--- src/rtl/serial_adder_ctrl_pkg.sv ---
// Shared definitions for the bit-serial adder controller: state encoding and
// the default operand width used by both the kit top and its bench.
package serial_adder_ctrl_pkg;

    localparam int DEFAULT_WIDTH = 4;

    typedef enum logic [1:0] {
        IDLE = 2'b00,
        RUN  = 2'b01,
        DONE = 2'b10
    } state_t;

endpackage

--- src/rtl/serial_adder_ctrl_full_adder.sv ---
// Kit 1-bit full-adder cell; the serial controller feeds it one bit pair per clock.
module Full_Adder (
    input  logic a,
    input  logic b,
    input  logic cin,
    output logic sum,
    output logic ca
);

    assign sum = a ^ b ^ cin;
    assign ca  = (a & b) | (a & cin) | (b & cin);

endmodule

--- src/rtl/serial_adder_ctrl.sv ---
// Bit-serial adder controller: captures operands on start, streams them LSB
// first through one Full_Adder cell and presents {cout, sum} with a done pulse.
module serial_adder_ctrl
    import serial_adder_ctrl_pkg::*;
#(
    parameter int WIDTH = DEFAULT_WIDTH
) (
    input  logic             clk,
    input  logic             rst_n,
    input  logic             start,
    input  logic [WIDTH-1:0] a,
    input  logic [WIDTH-1:0] b,
    input  logic             cin,
    output logic [WIDTH-1:0] sum,
    output logic             cout,
    output logic             busy,
    output logic             done
);

    localparam int CW = $clog2(WIDTH) + 1;

    state_t           state;
    state_t           state_next;
    logic [WIDTH-1:0] a_sh;
    logic [WIDTH-1:0] b_sh;
    logic [WIDTH-1:0] sum_sh;
    logic [WIDTH-1:0] sum_next;
    logic [CW-1:0]    cnt;
    logic             c_reg;
    logic             s;
    logic             co;
    logic             last;

    Full_Adder u_fa (
        .a   (a_sh[0]),
        .b   (b_sh[0]),
        .cin (c_reg),
        .sum (s),
        .ca  (co)
    );

    assign last = (cnt == CW'(WIDTH - 1));

    // Concatenate-then-shift keeps the sum insertion legal even when WIDTH = 1.
    assign sum_next = WIDTH'({s, sum_sh} >> 1);

    assign busy = (state == RUN);
    assign done = (state == DONE);

    always_ff @(posedge clk) begin
        if (!rst_n) begin
            state <= IDLE;
        end else begin
            state <= state_next;
        end
    end

    always_comb begin
        state_next = state;
        case (state)
            IDLE:    if (start) state_next = RUN;
            RUN:     if (last)  state_next = DONE;
            DONE:    state_next = IDLE;
            default: state_next = IDLE;
        endcase
    end

    // Operand/sum shift registers, carry feedback and bit counter; the visible
    // result registers only move on the final bit of an operation.
    always_ff @(posedge clk) begin
        if (!rst_n) begin
            a_sh   <= '0;
            b_sh   <= '0;
            sum_sh <= '0;
            c_reg  <= 1'b0;
            cnt    <= '0;
            sum    <= '0;
            cout   <= 1'b0;
        end else begin
            case (state)
                IDLE: begin
                    if (start) begin
                        a_sh   <= a;
                        b_sh   <= b;
                        c_reg  <= cin;
                        cnt    <= '0;
                        sum_sh <= '0;
                    end
                end
                RUN: begin
                    a_sh   <= a_sh >> 1;
                    b_sh   <= b_sh >> 1;
                    sum_sh <= sum_next;
                    c_reg  <= co;
                    cnt    <= cnt + 1'b1;
                    if (last) begin
                        sum  <= sum_next;
                        cout <= co;
                    end
                end
                default: ;
            endcase
        end
    end

endmodule
--- config.mk ---
export PLATFORM = sky130hd
export DESIGN_NAME = serial_adder_ctrl
export DESIGN_NICKNAME = d
export VERILOG_FILES = /design/src/rtl/serial_adder_ctrl_pkg.sv /design/src/rtl/serial_adder_ctrl_full_adder.sv /design/src/rtl/serial_adder_ctrl.sv
export SDC_FILE = /design/constraint.sdc
export NUM_CORES = 1
export LEC_CHECK = 0
export BUFFER_PORTS_ARGS = -buffer_cell sky130_fd_sc_hd__buf_4
export CAP_MARGIN = 20
export CELL_PAD_IN_SITES_DETAIL_PLACEMENT = 0
export CELL_PAD_IN_SITES_GLOBAL_PLACEMENT = 1
export CORE_ASPECT_RATIO = 1.2
export CORE_UTILIZATION = 40
export CTS_CLUSTER_SIZE = 16
export DETAILED_ROUTE_END_ITERATION = 16
export PLACE_DENSITY = 0.88
export SLEW_MARGIN = 40
export SYNTH_ARGS = -nofsm -noshare
export SYNTH_HDL_FRONTEND = slang
export SYNTH_SLANG_ARGS = --single-unit
--- constraint.sdc ---
create_clock -name clk -period 3.1 [get_ports clk]
set_input_delay 0.31 -clock clk [delete_from_list [all_inputs] [get_ports clk]]
set_output_delay 0.31 -clock clk [all_outputs]
set_load 0.01 [all_outputs]
==> results_dict.tcl, run 1 <==
set metrics [dict create \
    status "complete, no violations" \
    crit_end "busy" \
    crit_family "flip-flops" \
    cts_sinks 22 \
    final_layout_size_suffix_gt1_frac 0.241 \
    synth.distinct_cells 26 \
    cts_buffer_depth 2 \
    max_cap_violations 0 \
    syn_inst 97 \
    crit_path_start "state[0]" \
    ctsResizeCount 0 \
    yosys-top-cells-area "dfxtp_1 (48%), a211oi_2 (6.8%), mux2i_1 (5.4%), nand2_1 (5.3%), nor2_1 (3.7%)" \
    reg2reg_slack_ns 1.60 \
    area_growth_pct 17.1 \
    synthesis.nets 112 \
    fmax_ghz 0.543 \
    yosysTopAreaCell "dfxtp_1" \
    grt_antenna_before_repair 0 \
    synthFlopType "dfxtp_1" \
    top_regs "a_sh x4, b_sh x4, sum x4" \
    vdd_drop_max_mv 0.251 \
    viasPerCell 4.92 \
    r2r-end "a_sh[2]" \
    drt-initial-drc-count 10 \
    synth_warnings 0 \
    vias 699 \
    ant_nets 0 \
    clockRootBuffer "clkbuf_4" \
    clk_pin_slew_ns 0.10 \
    cts_setup_buffers 0 \
    yosysSeqAreaShare 0.478 \
    insertion_delay_ns 0.30 \
    p_per_area_nw_per_um2 456 \
    dp_hpwl_mm 1.15 \
    synth-async-reset-ratio 0 \
    firstDrtPassIters 4 \
    num-fill-cells 223 \
    ys_ff_latch 22 \
    grt_pass1_wl_mm 2.68 \
    hold_viol_final 0 \
    initial_utilization 0.436 \
    ctsHoldBuffers 0 \
    antennaDiodeCount 0 \
    cp_max_fo 14 \
    post-route-util 0.510 \
    die_w_um 45.8 \
    h-tree-depth 1 \
    synth_top_area_frac 0.478 \
    crit_buf_inv 2 \
    max-slew-margin-rel 0.627 \
    cp_cell_sequence "nand2b_1 > inv_1 > buf_4" \
    core_area_sq_um 2120 \
    num_rows 18 \
    syn_avg_cell_area_sq_um 9.51 \
    yosysMostFrequentCell "dfxtp_1" \
    drcViolationCount 0 \
    timing.rr.start "state[0]" \
    netlist_area_sq_um 922 \
    setup_viol 0 \
    r2r_cells 3 \
    required_ns 2.79 \
    hp-class "input pin to flop" \
    io_buffers 18 \
    wirelength_mm 1.61 \
    grt_max_degree 23 \
    io_pins 19 \
    critPathKind "flop to output pin" \
    gr-usage-all-layers 0.154 \
    end_kind "output pin" \
    synth_edf_count 0 \
    cts_tree "built" \
    slew_viol_final 0 \
    grt_pass1_vias 605 \
    dieArea_sq_um 2500 \
    power.leakage_uw 0.000434 \
    grt_setup_unrepaired "no" \
    synth_common_cells "dfxtp_1 (22), nand2_1 (13), nor2_1 (9)" \
    die_h_um 54.6 \
    wl_per_cell_um 11.3 \
    min_period_ns 1.84 \
    worst_clock_skew_ns 0.00733 \
    gp_congestion 0.706 \
    post-route-period-util 0.594 \
    grt_overflow 0 \
    cts_buffers 3 \
    critPathLaunchType "flop" \
    worstPathArrival_ns 1.53 \
    fin_setup_tns_ns 0 \
    slowest_delay_ns 0.69 \
    worstSetupPathDepth 3 \
    nets 129 \
    critPathSlowestCell "dfxtp_1" \
    tightest_slew_ns 0.559 \
]
worst min-delay path by stage:
stage                      start       to  slack [ns]  cells past startpoint
after global placement    cnt[0]   cnt[0]        0.44                      1
final                       a[3]  a_sh[3]        0.27                      3
after global routing        a[3]  a_sh[3]        0.26                      3
after detailed placement  cnt[1]   cnt[1]        0.45                      2
after CTS                   b[3]  b_sh[3]        0.25                      3
after floorplan           cnt[0]   cnt[0]        0.43                      1
where the power goes:
group	internal, uW	leakage [uW]	total [uW]	switching, uW
combinational	30.6	0.000240	61.9	31.4
clock	45.3	0.0000138	123	77.4
sequential	296	0.000180	308	11.7
total	372	0.000434	492	120
cell type report:
type	count	area, sq um	share of cell area
clock buffer	3	22.5	0.0209
tap	30	37.5	0.0348
timing repair buffer	18	135	0.125
sequential	22	440	0.408
inverter	3	11.3	0.0104
multi-input combinational	66	433	0.401
metal layers:
metal | track usage | vias up | share of wire | wire length [um]
li1 | - | 372 | - | -
met1 | 0.195 | 315 | 0.50 | 797
met4 | 0.0882 | 0 | 0.0093 | 15
met3 | 0.0396 | 2 | 0.037 | 60
met5 | 0 | - | 0 | 0
met2 | 0.236 | 10 | 0.46 | 732
placed cells by master, fill, tap and decap left out, drive strengths merged, types with 2 or more instances in the layout:
master and instances:
ha 2, mux2i 5, nor2 9, a211oi 6, inv 3, nand2 13
buf 18, dfxtp 22, nor4b 2, nand3 6, o22ai 5, clkbuf 3
o21ai 9
kinds of logic after synthesis:
kind of cell,synth area share
AO/OA/AOI/OAI,0.191
adder cells (fa/ha/maj),0.0488
buffers and inverters,0.0529
flip-flops,0.478
multiplexers,0.0543
AND/OR/NAND/NOR,0.175
metrics by stage:
stage	hold WS (ns)	power, uW	worst slack (ns)	cells	area [sq um]
6_report	0.268	492	1.26	142	1080
5_1_grt	0.255	525	1.10	142	1080
4_1_cts	0.253	503	1.23	142	1080
3_5_place_dp	0.454	377	1.58	139	1060
3_3_place_gp	0.441	375	1.62	139	1060
2_1_floorplan	0.429	357	1.96	97	922
worst min-delay path: stages:
cell	delay (ns)
buf_4	0.11
nand2_1	0.05
o22ai_1	0.06
No activity file was read; power rests on OpenSTA's default activity.
==> run 2: changes to the inputs <==
--- a/config.mk
+++ b/config.mk
@@ -10,10 +10,10 @@
 export CELL_PAD_IN_SITES_DETAIL_PLACEMENT = 0
 export CELL_PAD_IN_SITES_GLOBAL_PLACEMENT = 1
 export CORE_ASPECT_RATIO = 1.2
-export CORE_UTILIZATION = 40
+export CORE_UTILIZATION = 39
 export CTS_CLUSTER_SIZE = 16
 export DETAILED_ROUTE_END_ITERATION = 16
-export PLACE_DENSITY = 0.88
+export PLACE_DENSITY = 0.86
 export SLEW_MARGIN = 40
 export SYNTH_ARGS = -nofsm -noshare
 export SYNTH_HDL_FRONTEND = slang
==> constraint.sdc (replaced) <==
create_clock -name clk -period 1.9 [get_ports clk]
set_input_delay 0.19 -clock clk [delete_from_list [all_inputs] [get_ports clk]]
set_output_delay 0.19 -clock clk [all_outputs]
set_load 0.01 [all_outputs]
==> results_dict.tcl, run 2 (synthesis gave the netlist of run 1 again) <==
set metrics [dict create \
    critPathKind "flop to output pin" \
    status "complete, no violations" \
    firstDrtPassIters 4 \
    area_growth_pct 20.5 \
    ctsHoldBuffers 0 \
    hp-class "input pin to flop" \
    p_int_uw 747 \
    grt_setup_unrepaired "no" \
    io_buffers 18 \
    io_pins 19 \
    clockRootBuffer "clkbuf_4" \
    die_h_um 55.3 \
    cts_buffer_depth 2 \
    regArea_sq_um 442 \
    dp_hpwl_mm 1.16 \
    gr-usage-all-layers 0.161 \
    cts_sinks 22 \
    hold_viol_final 0 \
    multiInputGateArea_sq_um 433 \
    p_sw_frac 0.219 \
    slew_viol_final 0 \
    p_clk_frac 0.369 \
    cts_buffers 3 \
    dp_cells 139 \
    vdd_drop_max_mv 0.489 \
    grt_pass1_vias 748 \
    dieArea_sq_um 2560 \
    fmax_ghz 0.668 \
    required_ns 1.71 \
    nets 129 \
    num-fill-cells 201 \
    grt_pass1_wl_mm 3.08 \
    gp_congestion 0.730 \
    vias 713 \
    clk_pin_slew_ns 0.12 \
    initial_utilization 0.431 \
    layout_commonest_cell "dfxtp_1" \
    post-route-util 0.519 \
    worstPathArrival_ns 1.31 \
    power.leakage_uw 0.000448 \
    antennaDiodeCount 0 \
    post-layout-total-power_uw 957 \
    grt_antenna_before_repair 0 \
    cts_setup_buffers 0 \
    ant_nets 0 \
    p_comb_frac 0.106 \
    die_w_um 46.4 \
    final_cell_mix "dfxtp_1 (21), buf_4 (18), nand2_1 (13)" \
    max-slew-margin-rel 0.753 \
    netSwitchingPower_uw 210 \
    worst_clock_skew_ns 0.00277 \
    fin_setup_tns_ns 0 \
    top_regs "a_sh x4, b_sh x4, sum x4" \
    min_period_ns 1.50 \
    num_rows 18 \
    insertion_delay_ns 0.30 \
    setup_viol 0 \
    max_cap_violations 0 \
    wirelength_mm 1.65 \
    wl_per_cell_um 11.6 \
    viasPerCell 4.99 \
    place_ws_ns 0.407 \
    stdcell_count 143 \
    end_kind "output pin" \
    drt-initial-drc-count 8 \
    cts_tree "built" \
    sequentialPowerShare 0.525 \
    drcViolationCount 0 \
    cp_max_fo 8 \
    tightest_slew_ns 0.370 \
    critPathLaunchType "flop" \
    grt_overflow 0 \
    core_area_sq_um 2140 \
    p_per_area_nw_per_um2 861 \
    final_layout_size_suffix_gt1_frac 0.257 \
    h-tree-depth 1 \
    grt_max_degree 23 \
    worst_slack_ns 0.404 \
    post-route-period-util 0.787 \
]
-- run 2: changes by cell type in the layout (fill, tap and decap cells not counted) --
cell       before  now
dfxtp_1        22   21
dfxtp_2         0    1
bufinv_16       0    1
-- run 2: path summary, 6_finish.rpt --
path	start	to	slack (ns)	cells after the start
worst max register to register	cnt[0]	sum[0]	0.56	5
worst min-delay path	b[3]	b_sh[3]	0.13	3
worst min register to register	cnt[1]	cnt[1]	0.47	2
worst max-delay path	state[1]	busy	0.40	3
-- run 2: layout make-up --
| cell class | instances | share of cell area |
|---|---|---|
| Clock buffer | 3 | 0.0203 |
| Inverter | 3 | 0.0101 |
| Multi-Input combinational cell | 66 | 0.390 |
| Clock inverter | 1 | 0.0270 |
| Sequential cell | 22 | 0.398 |
| Tap cell | 30 | 0.0338 |
| Timing Repair Buffer | 18 | 0.122 |
-- run 2: metrics by stage --
| step | hold WS [ns] | instance area [sq um] |
|---|---|---|
| detailed placement | 0.459 | 1060 |
| global route | 0.109 | 1110 |
| global placement | 0.442 | 1060 |
| CTS | 0.117 | 1110 |
| floorplan | 0.340 | 922 |
| finish | 0.133 | 1110 |
-- run 2: power groups by stage --
stage               clock, uW  combinational [uW]  sequential [uW]
CTS                       372                 103              502
detailed placement          0                 103              512
floorplan                   0                78.4              505
finish                    353                 101              502
global route              393                 113              507
global placement            0                 101              511
-- run 2: critical path, cell delays in order (launching register included) --
cell	delay, ns
dfxtp_1	0.48
nand2b_1	0.27
inv_1	0.10
buf_4	0.15
-- run 2: routing by layer --
layer | share of wire | GRT usage | vias to the layer above
li1 | - | - | 373
met1 | 0.46 | 0.200 | 323
met2 | 0.49 | 0.252 | 13
met3 | 0.036 | 0.0392 | 4
met4 | 0.017 | 0.0756 | 0
met5 | 0 | 0 | -
-- run 2: timing repair --
item / 4_1_cts / 5_1_grt
hold endpoints to repair: 0 / 0
endpoints found under the setup margin: 0 / 1
resized for setup: 0 / 1
